[config.mk]
export PLATFORM = sky130hd
export DESIGN_NAME = condicionador_botoes
export DESIGN_NICKNAME = d
export VERILOG_FILES = /design/src/rtl/condicionador_botoes_pkg.sv /design/src/rtl/condicionador_botoes_filtro_debounce.sv /design/src/rtl/condicionador_botoes.sv
export SDC_FILE = /design/constraint.sdc
export NUM_CORES = 1
export LEC_CHECK = 0
export BUFFER_PORTS_ARGS = -buffer_cell sky130_fd_sc_hd__buf_2
export CAP_MARGIN = 20
export CORE_MARGIN = 8
export CORE_UTILIZATION = 25
export CTS_CLUSTER_SIZE = 25
export DETAILED_ROUTE_END_ITERATION = 7
export PLACE_DENSITY = 0.44
export SETUP_SLACK_MARGIN = 0.2
export SLEW_MARGIN = 25
export SYNTH_ARGS = -nofsm -noshare
export SYNTH_HDL_FRONTEND = slang
export SYNTH_SLANG_ARGS = --single-unit
[constraint.sdc]
create_clock -name clock -period 2.4 [get_ports clock]
set_input_delay 0.12 -clock clock [delete_from_list [all_inputs] [get_ports clock]]
set_output_delay 0.12 -clock clock [all_outputs]
set_load 0.05 [all_outputs]
[src/rtl/condicionador_botoes_pkg.sv]
// ============================================================================
// Module  : condicionador_botoes_pkg
// Brief   : Shared FSM states, counter width and helper for the button conditioner.
// Rev     : 1.0 - initial release
// ============================================================================
`default_nettype none

package condicionador_botoes_pkg;

    localparam int c_LARGURA_CONTADOR = 16;
    localparam int c_NUM_CANAIS       = 5;

    typedef enum logic [1:0] {
        ESPERA_SOLTAR = 2'b00,
        LIVRE         = 2'b01,
        PRESSIONADO   = 2'b10
    } estado_t;

    // True when more than one bit is set (clearing the lowest set bit leaves something).
    function automatic logic mais_de_um(input logic [3:0] i_vetor);
        return (i_vetor & (i_vetor - 4'd1)) != 4'd0;
    endfunction

endpackage

`default_nettype wire

[src/rtl/condicionador_botoes_filtro_debounce.sv]
// ============================================================================
// Module  : filtro_debounce
// Brief   : Single-channel debouncer: optional 2-flop synchronizer
//           (CONDICIONADOR_SINCRONIZADOR_EN), 16-bit counter, stable level.
// Rev     : 1.0 - initial release
// ============================================================================
`default_nettype none

module filtro_debounce
    import condicionador_botoes_pkg::*;
#(
    parameter int DEBOUNCE_CICLOS = 50000
) (
    input  logic clock,
    input  logic reset,
    input  logic i_bruto,
    output logic o_estavel,
    output logic o_pendente
);

    localparam logic [c_LARGURA_CONTADOR-1:0] c_LIMITE =
        c_LARGURA_CONTADOR'(DEBOUNCE_CICLOS - 1);

    logic                          w_amostra;
    logic                          r_estavel;
    logic [c_LARGURA_CONTADOR-1:0] r_contador;

`ifdef CONDICIONADOR_SINCRONIZADOR_EN
    logic       r_sinc1;
    logic       r_sinc2;
    logic [1:0] r_aquecido;

    always_ff @(posedge clock) begin
        if (!reset) begin
            r_sinc1    <= 1'b0;
            r_sinc2    <= 1'b0;
            r_aquecido <= 2'b00;
        end else begin
            r_sinc1    <= i_bruto;
            r_sinc2    <= r_sinc1;
            r_aquecido <= {r_aquecido[0], 1'b1};
        end
    end

    assign w_amostra = r_sinc2;
    // Until the synchronizer has refilled after reset its contents say nothing
    // about the real input, so the channel reports itself as unsettled.
    assign o_pendente = (r_sinc1 != r_estavel) | (r_sinc2 != r_estavel) | ~r_aquecido[1];
`else
    assign w_amostra  = i_bruto;
    assign o_pendente = (w_amostra != r_estavel);
`endif

    always_ff @(posedge clock) begin
        if (!reset) begin
            r_estavel  <= 1'b0;
            r_contador <= '0;
        end else if (w_amostra == r_estavel) begin
            r_contador <= '0;
        end else if (r_contador == c_LIMITE) begin
            r_estavel  <= w_amostra;
            r_contador <= '0;
        end else begin
            r_contador <= r_contador + 1'b1;
        end
    end

    assign o_estavel = r_estavel;

endmodule

`default_nettype wire

[src/rtl/condicionador_botoes.sv]
// ============================================================================
// Module  : condicionador_botoes
// Brief   : Debounces 4 game buttons and a start button, produces play/start
//           pulses. Optional input synchronizer: CONDICIONADOR_SINCRONIZADOR_EN.
// Rev     : 1.0 - initial release
// ============================================================================
`default_nettype none

module condicionador_botoes
    import condicionador_botoes_pkg::*;
#(
    parameter int DEBOUNCE_CICLOS = 50000
) (
    input  logic       clock,
    input  logic       reset,
    input  logic [3:0] botoes_brutos,
    input  logic       iniciar_bruto,
    output logic [3:0] botoes,
    output logic       iniciar,
    output logic       jogada_pulso,
    output logic [3:0] jogada_codigo,
    output logic       db_multipla,
    output logic [1:0] db_estado
);

    logic [c_NUM_CANAIS-1:0] w_brutos;
    logic [c_NUM_CANAIS-1:0] w_estavel;
    logic [c_NUM_CANAIS-1:0] w_pendente;
    logic [3:0]              w_botoes;

    estado_t    r_estado;
    logic       r_pulso;
    logic [3:0] r_codigo;
    logic       r_multipla;
    logic       r_ini_anterior;
    logic       r_ini_armado;
    logic       r_iniciar;

    assign w_brutos = {iniciar_bruto, botoes_brutos};

    for (genvar gi = 0; gi < c_NUM_CANAIS; gi++) begin : g_canal
        filtro_debounce #(
            .DEBOUNCE_CICLOS (DEBOUNCE_CICLOS)
        ) u_filtro (
            .clock      (clock),
            .reset      (reset),
            .i_bruto    (w_brutos[gi]),
            .o_estavel  (w_estavel[gi]),
            .o_pendente (w_pendente[gi])
        );
    end

    assign w_botoes = w_estavel[3:0];

    // Leaving ESPERA_SOLTAR also needs the raw side quiet, otherwise a button
    // held through reset would look released before its filter catches up.
    always_ff @(posedge clock) begin
        if (!reset) begin
            r_estado   <= ESPERA_SOLTAR;
            r_pulso    <= 1'b0;
            r_codigo   <= 4'd0;
            r_multipla <= 1'b0;
        end else begin
            r_pulso <= 1'b0;
            case (r_estado)
                ESPERA_SOLTAR: begin
                    if ((w_botoes == 4'd0) && (w_pendente[3:0] == 4'd0)) begin
                        r_estado <= LIVRE;
                    end
                end
                LIVRE: begin
                    if (w_botoes != 4'd0) begin
                        r_estado   <= PRESSIONADO;
                        r_pulso    <= 1'b1;
                        r_codigo   <= w_botoes;
                        r_multipla <= mais_de_um(w_botoes);
                    end
                end
                PRESSIONADO: begin
                    if (w_botoes == 4'd0) begin
                        r_estado <= LIVRE;
                    end
                end
                default: begin
                    r_estado <= ESPERA_SOLTAR;
                end
            endcase
        end
    end

    // Start pulses are armed only once the start channel has been seen released,
    // so a start button held through reset stays silent until pressed again.
    always_ff @(posedge clock) begin
        if (!reset) begin
            r_ini_anterior <= 1'b0;
            r_ini_armado   <= 1'b0;
            r_iniciar      <= 1'b0;
        end else begin
            r_ini_anterior <= w_estavel[4];
            if (!w_estavel[4] && !w_pendente[4]) begin
                r_ini_armado <= 1'b1;
            end
            r_iniciar <= w_estavel[4] & ~r_ini_anterior & r_ini_armado;
        end
    end

    assign botoes        = w_botoes;
    assign iniciar       = r_iniciar;
    assign jogada_pulso  = r_pulso;
    assign jogada_codigo = r_codigo;
    assign db_multipla   = r_multipla;
    assign db_estado     = r_estado;

endmodule

`default_nettype wire

Word level (Yosys, flattened, before mapping)
Index checks and enable logic that the tools add are counted.
Storage, ports and cells
  register bits after elaboration: 96
  input port bits: 7
  output and inout bits: 13
Operators by class
  add/subtract/negate cells: 6
  eq/ne operators: 20
  multiplexer cells: 5
  bitwise logic cells: 10
  reduce and logical (&&, ||, !) cells: 22
Operators with widths (number)
  $add A16 B1 Y16 const B: 5
  $eq A16 B16 Y1 const B: 5
  $reduce_or A3 Y1: 5
  $reduce_and A2 Y1: 7
  $logic_not A4 Y1: 2
  $reduce_bool A4 Y1: 2
  $not A1 Y1: 7
  $mux W2: 3
  $ne A2 B2 Y1 const B: 3
  $pmux W2 S3: 1
  $eq A1 B1 Y1: 5
  $ne A1 B1 Y1: 5
  $and A4 B4 Y4: 1
  $sub A4 B1 Y4 const B: 1
  $reduce_and A3 Y1: 1
  $and A1 B1 Y1: 2
  $eq A2 B1 Y1 const B: 1
  $eq A2 B2 Y1 const B: 1
  $logic_and A1 B1 Y1: 2
  $logic_not A1 Y1: 2
  $logic_not A2 Y1: 1
  $mux W1: 1

Longest topological paths before layout
Gate-level depths: netlist (run 1).
  depth after elaboration: 5
  depth in mapped cells: 6
  mapped depth without buffers: 5

By module
From an unflattened synthesis (run 1), not the netlist that was laid out.
Second synthesis, totals
  cells, all modules: 464
  area total of the unflattened synthesis: 4391.7 µm²
By module, submodules not included
  filtro_debounce: instances 5, cells each 83, area each 784.5 µm²
  condicionador_botoes: instances 1, cells each 49, area each 469.2 µm²

Worst setup path before layout (run 1)
OpenSTA, ideal clock, no wires.
  kind: flip-flop to flip-flop
  start: register g_canal[0].u_filtro.r_contador[4]
  end: register g_canal[0].u_filtro.r_contador[10]
  library setup time: 115 ps
  data arrival time: 1652 ps
  slack: 633 ps
  cell stages (with the launch flop): 6
  path through: dfxtp_1 > or4_1 > or4_4 > nand3_4 > buf_8 > nor2_1
Between the ends
  longest elaborated chain between the ends: 2
Ends and longest elaborated chain
  start: declaration: RTL line condicionador_botoes_filtro_debounce.sv:26  | logic [c_LARGURA_CONTADOR-1:0] r_contador;
  start signal: assignment: RTL line condicionador_botoes_filtro_debounce.sv:64  | r_contador <= r_contador + 1'b1;
  branches (longest 2 deep; another with $add A16 B1 Y16)
Parallel ways; which one is timed is not known.
A chain may end at the register's enable or synchronous reset.

Worst setup path after layout (run 1)
  start: register g_canal[1].u_filtro.r_contador[7]
  end: register g_canal[1].u_filtro.r_contador[15]
Between the ends
  longest elaborated chain between the ends: 2
Ends and longest elaborated chain (RTL line)
  start: declaration: condicionador_botoes_filtro_debounce.sv:26
  start signal: assignment: condicionador_botoes_filtro_debounce.sv:64
  branches (longest 2 deep; another with $add A16 B1 Y16)
Parallel ways; which one is timed is not known.

==> metrics.csv, run 1 <==
metric,value,unit
status,"complete, no violations",
top-area cell type share of the netlist area,45.3,%
Final Instance Area,4860,um2
R2R setup slack,0.43,ns
worst min-delay path class,input pin to flip-flop,
clk slew on worst S/H paths,0.07,ns
share of layout cells above drive strength 1,10.4,%
compound-gate portion of the synthesized area,2.24,%
Yosys cell types,44,
dpl hpwl,6160,um
vias,3229,
ranking of synthesized cells by area,"dfxtp_1 (45%), xnor2_1 (12%), nor2_1 (8.8%)",
Hold Buf Count CTS,0,
row count,47,
Die Width,146,um
Layout area overhead,14.7,%
WHS Path Cells,3,
Mapped Area,4240,um2
Post-Synth XOR/XNOR Area,14.7,%
worst reg2reg path depth,4,
vias per std cell,4.47,
Die Ht,146,um
TritonRoute pass-1 iters,4,
Synth Area in Adders,2.01,%
Num CTS Buffers,9,
Final TNS setup,0,ns
part of the cycle the worst path needs,82.0,%
largest net degree at the start of global routing,17,
"Slowest-stage cell, CP",or4b_2,
VDD IR max,373,uV
drt drc,0,
synth warn,0,
Routed WL,8600,um
# IOs,20,
Avg Inst Size Synth,8.94,um2
Routed Antenna Nets,0,
Max-slew headroom,61.5,%
initial antenna violation count,0,
Clk Tree Root Cell,clkbuf_16,
drt initial violations,111,
Worst setup SP type,flip-flop,
"commonest non-fill, non-tap cell in the layout",nor2_1,
CP max FO,15,
Placer Congestion,0.735,
wire per inst,11.9,um
Power Density,648,nW/um2
Fin Hold WS,0.0364,ns
placeable core area,16600,um2
critical path endpoint category,flip-flop,
die area,21400,um2
max frequency,508,MHz
most frequent cells in the layout,"nor2_1 (99), dfxtp_1 (96), xnor2_1 (59)",
Tot Pwr,0.00315,W
max incr delay on CP,0.64,ns
"EDFF count, synth",0,
minimum clock period,1.97,ns
Final Util,29.3,%
first-pass GRT wire length,14700,um
crit path kind,flip-flop to flip-flop,
critical path arrival,2.21,ns
sequential share of the synthesized area,45.3,%
GRT overflow,0,
Synth Register Bits,96,
crit path cell chain,or4b_2 > nor3_1 > a21o_2 > o21ba_2,
depth of the CTS H-tree,3,
setup bufs post-CTS,0,
total track usage,8.35,%
fillers,1812,
skew final,0.0141,ns
Most used DFF post-synth,dfxtp_1,
mux share of post-synthesis cell area,1.89,%
# clock sinks,96,
CTS tree,yes,
largest family of logic cells by synthesized area,simple AND/OR/NAND/NOR gates,
Clock Path Buffers,2,
Synth area leader,dfxtp_1,
Max Slew Vio Count,0,
async set-reset flop share out of synthesis,0,%
"Net Count, Synth",487,
Hold Fails Final Rpt,0,
simple-gate share of the synthesized area,29.8,%
I/O Buffers,19,
RSZ-0062 raised after global routing,false,
vias in the first global route,3072,
Setup Viol. Count Final,0,
Cells after Synth,474,
nets,511,
Worst EP required,2.65,ns
post-CTS sizing,0,
Worst-Margin Slew,0.573,ns
DP Area,4560,um2
initial core utilization,25.6,%
diodes inserted,0,
Pleak,1.54,nW
Worst-Skew Late Latency,0.35,ns
# Max-Cap Violations,0,
-- flip-flops by register name, indices dropped and copies added (netlist names) --
signal,cells
r_ini_armado,1
g_canal.u_filtro.r_contador,80
iniciar,1
db_multipla,1
jogada_pulso,1
db_estado,2
jogada_codigo,4
g_canal.u_filtro.o_estavel,5
r_ini_anterior,1
-- critical path: cells and delay by family (launching register included) --
family / cells / cell delay, ns
DFF: 1 / 0.36
AOI/OAI and AO/OA: 2 / 0.57
and+or+nand+nor: 2 / 0.94
-- worst paths after layout --
path                                     start                            endpoint
min                           botoes_brutos[3]       g_canal[3].u_filtro.o_estavel
max          g_canal[1].u_filtro.r_contador[7]  g_canal[1].u_filtro.r_contador[15]
max reg2reg  g_canal[1].u_filtro.r_contador[7]  g_canal[1].u_filtro.r_contador[15]
min reg2reg                     r_ini_anterior                             iniciar
-- kinds of logic after synthesis --
| group | after synthesis |
|---|---|
| AND/OR/NAND/NOR | 245 |
| flip-flops | 96 |
| XOR/XNOR | 71 |
| buffers and inverters | 33 |
| AO/OA/AOI/OAI | 14 |
| multiplexers | 8 |
| adder cells (fa/ha/maj) | 7 |
-- cell usage after synthesis (all sizes together), types with 2 or more instances --
cell type,instances
nor4,21
or3,2
o31ai,2
clkbuf,2
xor2,12
dfxtp,96
o21ai,2
ha,6
buf,9
inv,21
or4,6
a21oi,5
xnor2,59
or2,2
mux2i,8
nand2,28
nor3b,2
nor2,99
nand4,18
and3,4
nand4b,3
nand3,26
nor4b,2
or4b,4
nor3,23
-- through the flow --
step	instances	worst slack, ns
floorplan	474	0.633
global placement	707	0.465
detailed placement	707	0.443
CTS	722	0.431
global route	722	0.272
finish	722	0.432
-- area by class of cell --
type	instances	area (um2)	area share [%]
Multi-Input combinational cell	345	2150	44.2
Sequential cell	96	1920	39.5
Tap cell	220	275	5.66
Clock buffer	10	239	4.92
Timing Repair Buffer	24	133	2.73
Inverter	22	82.6	1.70
Clock inverter	5	62.6	1.29
-- power breakdown --
group	internal [W]	total (W)	switching (W)
combinational	0.0000197	0.0000668	0.0000472
clock	0.000838	0.00147	0.000633
sequential	0.00160	0.00161	0.00000938
-- routing by layer --
layer / up-vias / routed length [um] / GRT usage [%]
li1: 1673 / - / -
met1: 1508 / 4300 / 10.4
met2: 36 / 3870 / 13.1
met3: 12 / 261 / 2.47
met4: 0 / 164 / 3.86
met5: - / 0 / 0
Note: power is estimated with default switching activity, not from simulation.
==> run 2, diff against run 1 <==
--- a/config.mk
+++ b/config.mk
@@ -11,7 +11,7 @@
 export CORE_UTILIZATION = 25
 export CTS_CLUSTER_SIZE = 25
 export DETAILED_ROUTE_END_ITERATION = 7
-export PLACE_DENSITY = 0.44
+export PLACE_DENSITY = 0.46
 export SETUP_SLACK_MARGIN = 0.2
 export SLEW_MARGIN = 25
 export SYNTH_ARGS = -nofsm -noshare
==> constraint.sdc (replaced) <==
create_clock -name clock -period 1.58 [get_ports clock]
set_input_delay 0.079 -clock clock [delete_from_list [all_inputs] [get_ports clock]]
set_output_delay 0.079 -clock clock [all_outputs]
set_load 0.05 [all_outputs]
==> metrics.csv, run 2 (synthesized netlist as in run 1, its figures left out) <==
metric,value,unit,change
status,"finished, violations left",,"was complete, no violations"
failing checks,negative setup slack,,
dpl hpwl,6930,um,was 6160 um
# Max-Cap Violations,0,,unchanged
max reg flops,80,,unchanged
sequential share of power,52.9,%,was 51.2%
row count,47,,unchanged
clk slew on worst S/H paths,0.06,ns,was 0.07 ns
CTS tree,yes,,unchanged
max incr delay on CP,0.58,ns,was 0.64 ns
critical path arrival,1.96,ns,was 2.21 ns
placeable core area,16600,um2,unchanged
critical path endpoint category,flip-flop,,unchanged
"Slowest-stage cell, CP",or4_4,,was or4b_2
worst min-delay path class,input pin to flip-flop,,unchanged
TritonRoute pass-1 iters,4,,unchanged
RSZ-0062 raised after global routing,true,,was false
Die Width,146,um,unchanged
depth of the CTS H-tree,3,,unchanged
Fin Hold WS,0.0455,ns,was 0.0364 ns
setup ws final,-0.152,ns,was 0.432 ns
minimum clock period,1.73,ns,was 1.97 ns
diodes inserted,0,,unchanged
max frequency,578,MHz,was 508 MHz
wire per inst,12.9,um,was 11.9 um
Setup Viol. Count Final,60,,was 0
crit path cell chain,or4bb_1 > or4_4 > mux2i_1 > nor2_1,,was or4b_2 > nor3_1 > a21o_2 > o21ba_2
I/O Buffers,19,,unchanged
CP max FO,3,,was 15
Power Density,761,nW/um2,was 648 nW/um2
vias,3604,,was 3229
part of the cycle the worst path needs,110,%,was 82.0%
initial antenna violation count,0,,unchanged
Routed Antenna Nets,0,,unchanged
"commonest non-fill, non-tap cell in the layout",buf_4,,was nor2_1
share of layout cells above drive strength 1,38.2,%,was 10.4%
vias in the first global route,3626,,was 3072
Pint,0.00359,W,was 0.00246 W
clock power share,42.8,%,was 46.7%
fillers,1714,,was 1812
Layout area overhead,42.4,%,was 14.7%
switching power,0.00100,W,was 0.000690 W
crit path kind,flip-flop to flip-flop,,unchanged
worst path bufs/invs,0,,unchanged
Placer Congestion,0.766,,was 0.735
VDD IR max,536,uV,was 373 uV
multi-input combinational cell area,2610,um2,was 2150 um2
Max-slew headroom,69.0,%,was 61.5%
largest net degree at the start of global routing,17,,unchanged
Tot Pwr,0.00459,W,was 0.00315 W
placed cell count,764,,was 707
Worst-Margin Slew,0.464,ns,was 0.573 ns
total track usage,9.65,%,was 8.35%
Worst-Skew Late Latency,0.34,ns,was 0.35 ns
vias per std cell,4.47,,about the same
Worst setup SP type,flip-flop,,unchanged
final non-filler cell total,807,,was 722
# clock sinks,96,,unchanged
Hold Fails Final Rpt,0,,unchanged
initial core utilization,25.6,%,unchanged
Pleak,2.08,nW,was 1.54 nW
cell family with the largest share of critical-path delay,simple AND/OR/NAND/NOR gates,,unchanged
Routed WL,10400,um,was 8600 um
Final TNS setup,-3.64,ns,was 0 ns
Reg area,1980,um2,was 1920 um2
first-pass GRT wire length,17000,um,was 14700 um
Num CTS Buffers,9,,unchanged
Clk Tree Root Cell,clkbuf_16,,unchanged
Largest Register,g_canal.u_filtro.r_contador,,unchanged
sw frac,21.8,%,was 21.9%
Final Util,36.4,%,was 29.3%
drt drc,0,,unchanged
Max Slew Vio Count,0,,unchanged
skew final,0.00435,ns,was 0.0141 ns
die area,21400,um2,unchanged
Combinational Power Share,4.3,%,was 2.1%
Clock Path Buffers,2,,unchanged
GRT overflow,0,,unchanged
nets,597,,was 511
# IOs,20,,unchanged
Worst EP required,1.81,ns,was 2.65 ns
drt initial violations,139,,was 111
most frequent cells in the layout,"buf_4 (75), dfxtp_1 (71), nor2_1 (68)",,"was nor2_1 (99), dfxtp_1 (96), xnor2_1 (59)"
Die Ht,146,um,unchanged
run 2: changes by cell type in the layout (fill, tap and decap cells not counted), moves of 9 or more:
cell     delta
buf_4      +70
buf_6       +9
dfxtp_1    -25
dfxtp_2    +15
dfxtp_4    +10
nor2_1     -31
nor2_2     +28
run 2: metrics by stage:
step | instance area (um2) | setup slack (ns)
final | 6030 | -0.152
after global routing | 6030 | -0.223
after CTS | 5730 | -0.151
after detailed placement | 5110 | -0.151
after global placement | 5110 | -0.129
after floorplan | 4360 | -0.139
run 2: worst paths after layout:
path | slack, ns | cells after the start | startpoint | endpoint
min | 0.05 | 3 | botoes_brutos[0] | g_canal[0].u_filtro.o_estavel
max | -0.15 | 4 | g_canal[3].u_filtro.r_contador[4] | g_canal[3].u_filtro.o_estavel
max reg2reg | -0.15 | 4 | g_canal[3].u_filtro.r_contador[4] | g_canal[3].u_filtro.o_estavel
min reg2reg | 0.41 | 1 | r_ini_anterior | iniciar
run 2: cell type report:
cell class	instances	area share [%]
timing repair buffer	107	13.9
sequential	96	32.8
clock inverter	1	0.0830
clock buffer	13	4.15
multi-input combinational	348	43.2
inverter	22	1.37
tap	220	4.56
run 2: power groups by stage:
stage                     combinational (W)  sequential (W)  clock (W)
after global placement             0.000133         0.00250          0
after floorplan                   0.0000797         0.00250          0
after detailed placement           0.000136         0.00250          0
final                              0.000197         0.00243    0.00197
after CTS                          0.000184         0.00244    0.00206
after global routing               0.000215         0.00243    0.00214
run 2: worst reg2reg max path: stages (launching register included):
cell and delay, ns:
dfxtp_2 0.32, or4bb_1 0.49, or4_4 0.58, mux2i_1 0.19, nor2_1 0.05
run 2: what timing repair did:
action,4_1_cts,5_1_grt
gates resized for setup,41,64
hold buffers,1,0
gates cloned,4,0
pin swaps,14,19
endpoints found under the setup margin,86,88
buffers inserted,16,8
endpoints found under the hold margin,1,0
run 2: per-layer routing:
layer	vias to the layer above	GRT usage, %	routed length (um)
met5	-	0	0
met4	0	3.19	178
met3	14	3.24	420
met2	31	16.2	5060
met1	1713	11.4	4760
li1	1846	-	-
==> run 3, diff against run 2 <==
--- a/config.mk
+++ b/config.mk
@@ -7,6 +7,7 @@
 export LEC_CHECK = 0
 export BUFFER_PORTS_ARGS = -buffer_cell sky130_fd_sc_hd__buf_2
 export CAP_MARGIN = 20
+export CORE_ASPECT_RATIO = 0.9
 export CORE_MARGIN = 8
 export CORE_UTILIZATION = 25
 export CTS_CLUSTER_SIZE = 25
==> constraint.sdc (replaced) <==
create_clock -name clock -period 1.5 [get_ports clock]
set_input_delay 0.075 -clock clock [delete_from_list [all_inputs] [get_ports clock]]
set_output_delay 0.075 -clock clock [all_outputs]
set_load 0.05 [all_outputs]
==> metrics.csv, run 3 (synthesized netlist as in run 1, its figures left out) <==
metric,value,unit,change
status,"finished, violations left",,unchanged
failing checks,negative setup slack,,unchanged
row count,45,,was 47
Worst-Skew Late Latency,0.34,ns,about the same
Max-slew headroom,64.5,%,was 69.0%
switching power,0.00112,W,was 0.00100 W
wire per inst,12.7,um,was 12.9 um
share of layout cells above drive strength 1,41.9,%,was 38.2%
Num CTS Buffers,9,,unchanged
die area,21400,um2,about the same
Largest Register,g_canal.u_filtro.r_contador,,unchanged
most frequent cells in the layout,"buf_4 (83), dfxtp_1 (68), xnor2_1 (59)",,"was buf_4 (75), dfxtp_1 (71), nor2_1 (68)"
max frequency,583,MHz,was 578 MHz
vias per std cell,4.49,,was 4.47
drt drc,0,,unchanged
sequential share of power,49.7,%,was 52.9%
met3 wire length,284,um,was 420 um
# Max-Cap Violations,0,,unchanged
VDD IR max,625,uV,was 536 uV
Layout area overhead,45.5,%,was 42.4%
Die Ht,140,um,was 146 um
clock power share,45.9,%,was 42.8%
Final TNS setup,-7.76,ns,was -3.64 ns
Die Width,153,um,was 146 um
drt initial violations,95,,was 139
Power Density,836,nW/um2,was 761 nW/um2
vias,3612,,was 3604
Clk Tree Root Cell,clkbuf_16,,unchanged
Routed Antenna Nets,0,,unchanged
wl on met1,4830,um,was 4760 um
Max Slew Vio Count,0,,unchanged
RSZ-0062 raised after global routing,true,,unchanged
total track usage,9.81,%,was 9.65%
first-pass GRT wire length,17300,um,was 17000 um
nets,602,,was 597
largest net degree at the start of global routing,16,,was 17
Clock Path Buffers,2,,unchanged
CTS tree,yes,,unchanged
TritonRoute pass-1 iters,4,,unchanged
placeable core area,16700,um2,was 16600 um2
initial antenna violation count,0,,unchanged
# IOs,20,,unchanged
DR WL met2,4970,um,was 5060 um
CP max FO,8,,was 3
part of the cycle the worst path needs,114,%,was 110%
Routed WL,10200,um,was 10400 um
# clock sinks,96,,unchanged
Final Util,36.9,%,was 36.4%
dpl hpwl,6850,um,was 6930 um
highest metal used,met4,,unchanged
vias in the first global route,3661,,was 3626
Pint,0.00403,W,was 0.00359 W
initial core utilization,25.3,%,was 25.6%
Combinational Power Share,4.4,%,was 4.3%
minimum clock period,1.71,ns,was 1.73 ns
max reg flops,80,,unchanged
setup ws final,-0.215,ns,was -0.152 ns
GRT overflow,0,,unchanged
"commonest non-fill, non-tap cell in the layout",buf_4,,unchanged
critical path endpoint category,flip-flop,,unchanged
depth of the CTS H-tree,3,,unchanged
Placer Congestion,0.759,,was 0.766
crit path kind,flip-flop to flip-flop,,unchanged
skew final,0.00481,ns,was 0.00435 ns
I/O Buffers,19,,unchanged
sw frac,21.8,%,about the same
worst min-delay path class,input pin to flip-flop,,unchanged
Pleak,2.14,nW,was 2.08 nW
Worst setup SP type,flip-flop,,unchanged
Worst-Margin Slew,0.532,ns,was 0.464 ns
Worst EP required,1.74,ns,was 1.81 ns
Setup Viol. Count Final,66,,was 60
Hold Fails Final Rpt,0,,unchanged
diodes inserted,0,,unchanged
critical path arrival,1.95,ns,was 1.96 ns
clk slew on worst S/H paths,0.07,ns,was 0.06 ns
==> run 3: area by class of cell <==
| cell class | instances | area (um2) |
|---|---|---|
| fillers | 1646 | 10600 |
| multi-input cells | 349 | 2680 |
| flip-flops and latches | 96 | 1970 |
| repair buffers | 111 | 865 |
| clock buffers | 14 | 264 |
| well taps | 211 | 264 |
| inverters | 22 | 82.6 |
| clock inverters | 2 | 37.5 |
==> run 3: final timing paths <==
| kind | startpoint | endpoint | slack, ns | cells after the start |
|---|---|---|---|---|
| worst max-delay path | g_canal[3].u_filtro.r_contador[11] | g_canal[3].u_filtro.r_contador[3] | -0.21 | 4 |
| worst min-delay path | botoes_brutos[0] | g_canal[0].u_filtro.o_estavel | 0.03 | 3 |
| worst max register to register | g_canal[3].u_filtro.r_contador[11] | g_canal[3].u_filtro.r_contador[3] | -0.21 | 4 |
| worst min register to register | r_ini_anterior | iniciar | 0.40 | 1 |
==> run 3: power by group through the flow <==
| stage | combinational (W) | sequential, W | clock (W) |
|---|---|---|---|
| 4_1_cts | 0.000208 | 0.00256 | 0.00245 |
| 3_5_place_dp | 0.000148 | 0.00263 | 0 |
| 3_3_place_gp | 0.000145 | 0.00263 | 0 |
| 6_report | 0.000228 | 0.00256 | 0.00237 |
| 5_1_grt | 0.000247 | 0.00256 | 0.00255 |
| 2_1_floorplan | 0.0000865 | 0.00264 | 0 |
==> run 3: routing by layer <==
metal	vias to the layer above	track usage, %
met3	12	2.85
met1	1708	12.0
met5	-	0
li1	1856	-
met4	0	2.65
met2	36	16.5
==> run 3: critical path: stages (launching register included) <==
cell	delay (ns)
dfxtp_2	0.32
or4_4	0.52
or4_4	0.55
nand3_4	0.17
nor2_1	0.05
==> run 3: metrics by stage <==
stage / setup WS (ns) / total power (W) / hold WS [ns] / instance area (um2) / instances
final: -0.215 / 0.00516 / 0.0314 / 6170 / 805
after global routing: -0.282 / 0.00536 / 0.0443 / 6170 / 805
after CTS: -0.216 / 0.00522 / 0.0256 / 5940 / 805
after detailed placement: -0.223 / 0.00278 / 0.351 / 5240 / 771
after global placement: -0.208 / 0.00278 / 0.335 / 5240 / 771
after floorplan: -0.219 / 0.00272 / 0.214 / 4380 / 474
==> run 3: timing repair <==
item                                    4_1_cts  5_1_grt
endpoints found under the setup margin       89       90
setup buffers                                12        0
hold buffers                                  1        0
cloned                                        5        0
pin swaps                                    22       16
endpoints found under the hold margin         1        0
gates resized for setup                      46       65
